===== src/rtl/uart_echo_ctrl.sv =====
// uart_echo_ctrl
//   Echo controller between the UART receive and transmit FIFO ports.
//   It pops one received word, applies a run-time-selectable transform and
//   pushes the result into the transmit FIFO. Pacing is either free-running
//   (i_auto = 1) or one word per debounced button tick (i_step).
//
// Ports
//   clk       system clock, all state on the rising edge
//   reset     asynchronous active-low reset
//   i_mode    transform: 0 pass, 1 increment, 2 invert, 3 ASCII case swap
//   i_auto    1 = echo whenever data is available, 0 = step mode
//   i_step    single-cycle tick granting one echo in step mode
//   rx_empty  receive FIFO empty
//   r_data    head of the receive FIFO (valid while rx_empty = 0)
//   rd_uart   pop strobe to the receive FIFO
//   tx_full   transmit FIFO full
//   wr_uart   push strobe to the transmit FIFO
//   w_data    word being pushed
//   o_last    last word pushed
//   o_count   number of words pushed, modulo 2^CNT_W
//   o_busy    high whenever a word is in flight
module uart_echo_ctrl #(
  parameter int DBIT  = 8,
  parameter int CNT_W = 16
) (
  input  logic             clk,
  input  logic             reset,
  input  logic [1:0]       i_mode,
  input  logic             i_auto,
  input  logic             i_step,
  input  logic             rx_empty,
  input  logic [DBIT-1:0]  r_data,
  output logic             rd_uart,
  input  logic             tx_full,
  output logic             wr_uart,
  output logic [DBIT-1:0]  w_data,
  output logic [DBIT-1:0]  o_last,
  output logic [CNT_W-1:0] o_count,
  output logic             o_busy
);

  typedef enum logic [1:0] {
    S_IDLE    = 2'd0,
    S_XFORM   = 2'd1,
    S_WAIT_TX = 2'd2
  } state_t;

  state_t          r_state;
  state_t          w_state_nxt;
  logic            r_step_pend;
  logic [DBIT-1:0] r_rx;
  logic [1:0]      r_mode;
  logic [DBIT-1:0] r_tx;
  logic            w_go;

  // ASCII letter test; narrower words cannot hold a letter code.
  function automatic logic f_is_alpha(input logic [DBIT-1:0] x);
    logic res;
    res = 1'b0;
    if (DBIT >= 7) begin
      res = ((x >= DBIT'(8'h41)) && (x <= DBIT'(8'h5A))) ||
            ((x >= DBIT'(8'h61)) && (x <= DBIT'(8'h7A)));
    end
    return res;
  endfunction

  function automatic logic [DBIT-1:0] f_xform(input logic [1:0]      mode,
                                              input logic [DBIT-1:0] x);
    logic [DBIT-1:0] y;
    y = x;
    case (mode)
      2'd0:    y = x;
      2'd1:    y = x + DBIT'(1);
      2'd2:    y = ~x;
      default: if (f_is_alpha(x)) y = x ^ DBIT'(8'h20);
    endcase
    return y;
  endfunction

  // Gating with reset keeps the pop strobe low while reset is held even
  // though the FIFO may already be presenting data.
  assign w_go = reset && !rx_empty && (i_auto || r_step_pend);

  always_comb begin
    w_state_nxt = r_state;
    rd_uart     = 1'b0;
    wr_uart     = 1'b0;
    case (r_state)
      S_IDLE: begin
        rd_uart = w_go;
        if (w_go) w_state_nxt = S_XFORM;
      end
      S_XFORM: w_state_nxt = S_WAIT_TX;
      S_WAIT_TX: begin
        wr_uart = !tx_full;
        if (!tx_full) w_state_nxt = S_IDLE;
      end
      default: w_state_nxt = S_IDLE;
    endcase
    if (!reset) begin
      rd_uart = 1'b0;
      wr_uart = 1'b0;
    end
  end

  // Control state and visible outputs.
  always_ff @(posedge clk or negedge reset) begin
    if (!reset) begin
      r_state     <= S_IDLE;
      r_step_pend <= 1'b0;
      r_tx        <= '0;
      o_last      <= '0;
      o_count     <= '0;
    end else begin
      r_state <= w_state_nxt;
      // A pop consumes the pending tick, including one arriving on the same edge.
      if (rd_uart)     r_step_pend <= 1'b0;
      else if (i_step) r_step_pend <= 1'b1;
      if (r_state == S_XFORM) r_tx <= f_xform(r_mode, r_rx);
      if (wr_uart) begin
        o_last  <= r_tx;
        o_count <= o_count + CNT_W'(1);
      end
    end
  end

  // Pop stage: word and mode are captured together so mode changes only
  // affect later words.
  always_ff @(posedge clk) begin
    if (rd_uart) begin
      r_rx   <= r_data;
      r_mode <= i_mode;
    end
  end

  assign w_data = r_tx;
  assign o_busy = (r_state != S_IDLE);

endmodule


===== config.mk =====
export PLATFORM = sky130hd
export DESIGN_NAME = uart_echo_ctrl
export DESIGN_NICKNAME = d
export VERILOG_FILES = /design/src/rtl/uart_echo_ctrl.sv
export SDC_FILE = /design/constraint.sdc
export NUM_CORES = 1
export LEC_CHECK = 0
export CAP_MARGIN = 15
export CORE_MARGIN = 10
export CORE_UTILIZATION = 49
export DETAILED_ROUTE_END_ITERATION = 12
export PLACE_DENSITY = 0.79
export SYNTH_ARGS = -nofsm -noshare
export SYNTH_HDL_FRONTEND = slang
export SYNTH_SLANG_ARGS = --single-unit

===== constraint.sdc =====
create_clock -name clk -period 2.7 [get_ports clk]
set_input_delay 0.27 -clock clk [delete_from_list [all_inputs] [get_ports clk]]
set_output_delay 0.27 -clock clk [all_outputs]
set_load 0.05 [all_outputs]

==> results.md <==
- The flow ran to the end, and the final reports show no timing, DRC or antenna violations.
- For this block, the routed nets add up to 4274 µm of wire.
- For this run, the number of Yosys warnings is 0.
- Summing every instance area after synthesis gives between 0.002 and 0.0025 mm².
- The internal reg-to-reg setup slack is roughly 1.0 ns.
- The reg-to-reg endpoint is o_count[7]$_DFFE_PN0P_.
- The power consumption is 2.380 mW.
- By area the synthesized netlist is led by dfrtp_1 (42%), edfxtp_1 (14%), xnor2_1 (5.4%).
- The number of setup violations in the final report is 0.
- Data on the critical path is required at its endpoint by 2.43 ns.
- Entering global routing, the biggest net connects 21 pins.
- In the finished design, the share of the clock period the worst path needs comes to 0.7668.
- The number of antenna violations at the first check in global routing is 0.
- For this design, the sink count on the clock tree is 45.
- The count of antenna diodes in the layout is 0.
- The final routed wire length divided by cell count is between 15 and 20 µm.
- Data on the critical path arrives at its endpoint at ~1.8 ns.
- The buffer levels on the longest clock path is 2.
- The number of placement rows is 23.
- In the routed layout, each cell is associated on average with a via count of 5.227.
- The hold path startpoint is o_count[15]$_DFFE_PN0P_.
- The achievable clock frequency is about 480 MHz.
- The via count of the first global-routing pass is 1586.
- The first detailed-routing pass ran for 4 iterations.
- The library cell contributing the largest single delay on the critical path is dlygate4sd3_1.
- Of the post-synthesis cell area, the dominant cell type holds 0.4192.
- The number of DRC violations after detailed-routing iteration 0 is between 50 and 60.
- The antenna violation net count after detailed routing is 0.
- Leaving out fill and tap cells, the most frequent cell in the layout is clkdlybuf4s50_1.
- The nature of the critical path endpoint is a primary output.
- Of the cells placed in the final design, the portion with a size suffix greater than 1 is 0.1293.
- The clock tree skew after final layout is ~0.0084 ns.
- The depth of the worst register-to-register path is 5.
- The most instantiated flip-flop cell in the synthesis netlist is dfrtp_1.
- After routing, the total negative slack on setup checks comes to 0 ns.
- Of the synthesized area, sequential elements account for 0.5629.
- By instance count, the cell type seen most on the critical path is buf_4.
- The HPWL after detailed placement is 3371 µm.
- The core region is 0.004058 mm².
- The tree is rooted in a clkbuf_8.
- The first global-routing pass estimated 7465 µm of wire.
- The number of enable flip-flop cells after synthesis is 10.
- The synthesized area per cell is 11.94 µm².
- The clock period could shrink to 2.070 ns.
- Counting flops with an async set or reset pin after synthesis yields a share of 0.7778.
- The floorplan step defined a die boundary enclosing 0.007276 mm².
- In the layout the commonest cells are clkdlybuf4s50_1 (47), dfrtp_1 (35), nand2_1 (19).
- The critical path starts at reset.
- The tool flagged a number of max-cap violations equal to 0.
- The biggest area contributor in the post-synthesis netlist is dfrtp_1.
- Measured against its own limit, the worst slew margin works out to 0.6473.
- The initial utilization of the core area, before any placement, comes to 0.5150.
- Counting every instance in the synthesized netlist gives ~180.
- The net count reported at finish is 252.
- For this run, the share of the core covered by cells in the final layout is 0.6812.
- The routed layout has 1474 vias.
- Across every metal layer, demand over resource in global routing totals 0.1241.
- The width of the die is 85.30 µm.
- The number of buffers added on ports is 50.
- The sequential cell area is between 0.001 and 0.0015 mm².
- The number of setup buffers added after CTS is 0.
- The ratio of total power to cell area is between 800 and 900 mW/mm².
- The worst-path maximum fanout is 17.
- TritonCTS created 5 clock buffers.
- The post-synthesis register bit count is 45.
- Walking the worst path, the cells encountered are dlygate4sd3_1 > buf_2 > buf_4 > nor4b_4 > buf_4 > buf_12.
- Summed over all layers, the global routing overflow is 0.
- In this design, the stage delay of the slowest critical-path cell is around 0.51 ns.
- In this run the static leakage power is 1.168 nW.
- The kind of launch point of the worst setup path is an input port.
- The die height is between 80 and 90 µm.
- VDD sags by at most 0.4422 mV.
- The final count of pins violating max slew is 0.
- The multi-input combinational cells in the finished layout cover a total of around 870 µm².
- The area growth from synthesis to layout is 32.28%.
- The kind of critical path is input port to primary output.
- On the final layout, the worst hold slack is 0.4707 ns.
- Setup repair after global routing left no endpoint under its margin.
- The net count after synthesis is roughly 200.
- The level count of the clock H-tree is 2.
- After detailed routing, the number of remaining DRC violations is 0.
- Pin placement for this block handled 51 I/O pins.
- The layout has roughly 310 filler cells.
- The final count of hold timing violations came to 0.
- At the pin with the least slew margin, the transition time is 0.5274 ns.
- The class of the worst hold path is flop to flop.
- The clock-pin slew of the registers on the worst-case setup and hold paths is 0.08 ns.
- The launch instance of the worst register-to-register path is r_state[0]$_DFFE_PN0P_.
- The clock tree from TritonCTS is yes.
- The number of distinct library cells after synthesis is 35.
- In this run the worst setup path terminates at rd_uart.
- The congestion estimate from routability-driven global placement came to 0.7859.
- The clock latency reported for the late side of the worst-skew pair is 0.30 ns.
-- registers in the layout (all words and copies together) (netlist names) --
register and count:
r_state 2, o_last 8, o_count 16, r_rx 8
w_data 8, r_step_pend 1, r_mode 2
-- worst min-delay path by stage --
stage	endpoint	slack [ns]	cells after the start
after floorplan	o_count[0]$_DFFE_PN0P_	-0.03	0
after global placement	o_last[5]$_DFFE_PN0P_	0.31	2
after detailed placement	o_last[3]$_DFFE_PN0P_	0.31	2
after CTS	o_count[15]$_DFFE_PN0P_	0.48	1
after global routing	o_count[15]$_DFFE_PN0P_	0.50	1
final	o_count[15]$_DFFE_PN0P_	0.47	1
-- report_power, final --
part | internal [mW] | total, mW | switching [mW]
Sequential | 0.843 | 0.968 | 0.125
Clock | 0.180 | 0.399 | 0.220
Combinational | 0.363 | 1.01 | 0.650
Total | 1.39 | 2.38 | 0.994
-- cell families (layout without fill, tap and decap cells) --
family	after synthesis	count (layout)	synth area share
xor+xnor	23	23	0.09641
flops	45	45	0.5629
mux	10	10	0.05329
simple gates	64	64	0.1808
fa+ha+maj	5	5	0.02994
compound gates	17	17	0.04790
buf+inv	11	68	0.02874
-- what timing repair did --
action                                 in CTS  in global routing
endpoints found under the hold margin      15                  0
gates resized for setup                     0                  0
hold buffers                                1                  0
-- layout make-up --
| cell class | count | area share |
|---|---|---|
| Sequential cell | 45 | 0.4255 |
| Tap cell | 50 | 0.02263 |
| Timing Repair Buffer | 55 | 0.2010 |
| Multi-Input combinational cell | 119 | 0.3142 |
| Inverter | 5 | 0.006790 |
| Clock inverter | 2 | 0.003622 |
| Clock buffer | 6 | 0.02626 |
-- critical path, delay by kind of cell --
family | cells | cell delay, ns
buf+inv | 5 | 1.29
simple gates | 1 | 0.23
-- metal layers --
metal / up-vias / global-route usage / share of wire
met5: - / 0 / 0
li1: 719 / - / -
met4: 0 / 0.02695 / 0.0098
met1: 705 / 0.1279 / 0.39
met3: 6 / 0.05927 / 0.080
met2: 44 / 0.2221 / 0.52
-- through the flow --
| stage | cell area, µm² | setup slack [ns] | cells |
|---|---|---|---|
| after floorplan | 2105 | 0.4665 | 175 |
| after global placement | 2671 | 0.7782 | 273 |
| after detailed placement | 2671 | 0.7330 | 273 |
| after CTS | 2764 | 0.5847 | 282 |
| after global routing | 2764 | 0.5198 | 282 |
| final | 2764 | 0.6298 | 282 |
-- synth_stat cells, types with 4 or more instances --
library cell,number
dfrtp_1,35
edfxtp_1,10
ha_1,5
inv_1,5
mux2_2,9
nand2_1,19
nand3_1,5
nand3b_1,5
nand4_1,4
nor2_1,8
nor3_1,7
o21ai_0,10
xnor2_1,13
xor2_1,10
Note: power is estimated with default switching activity, not from simulation.
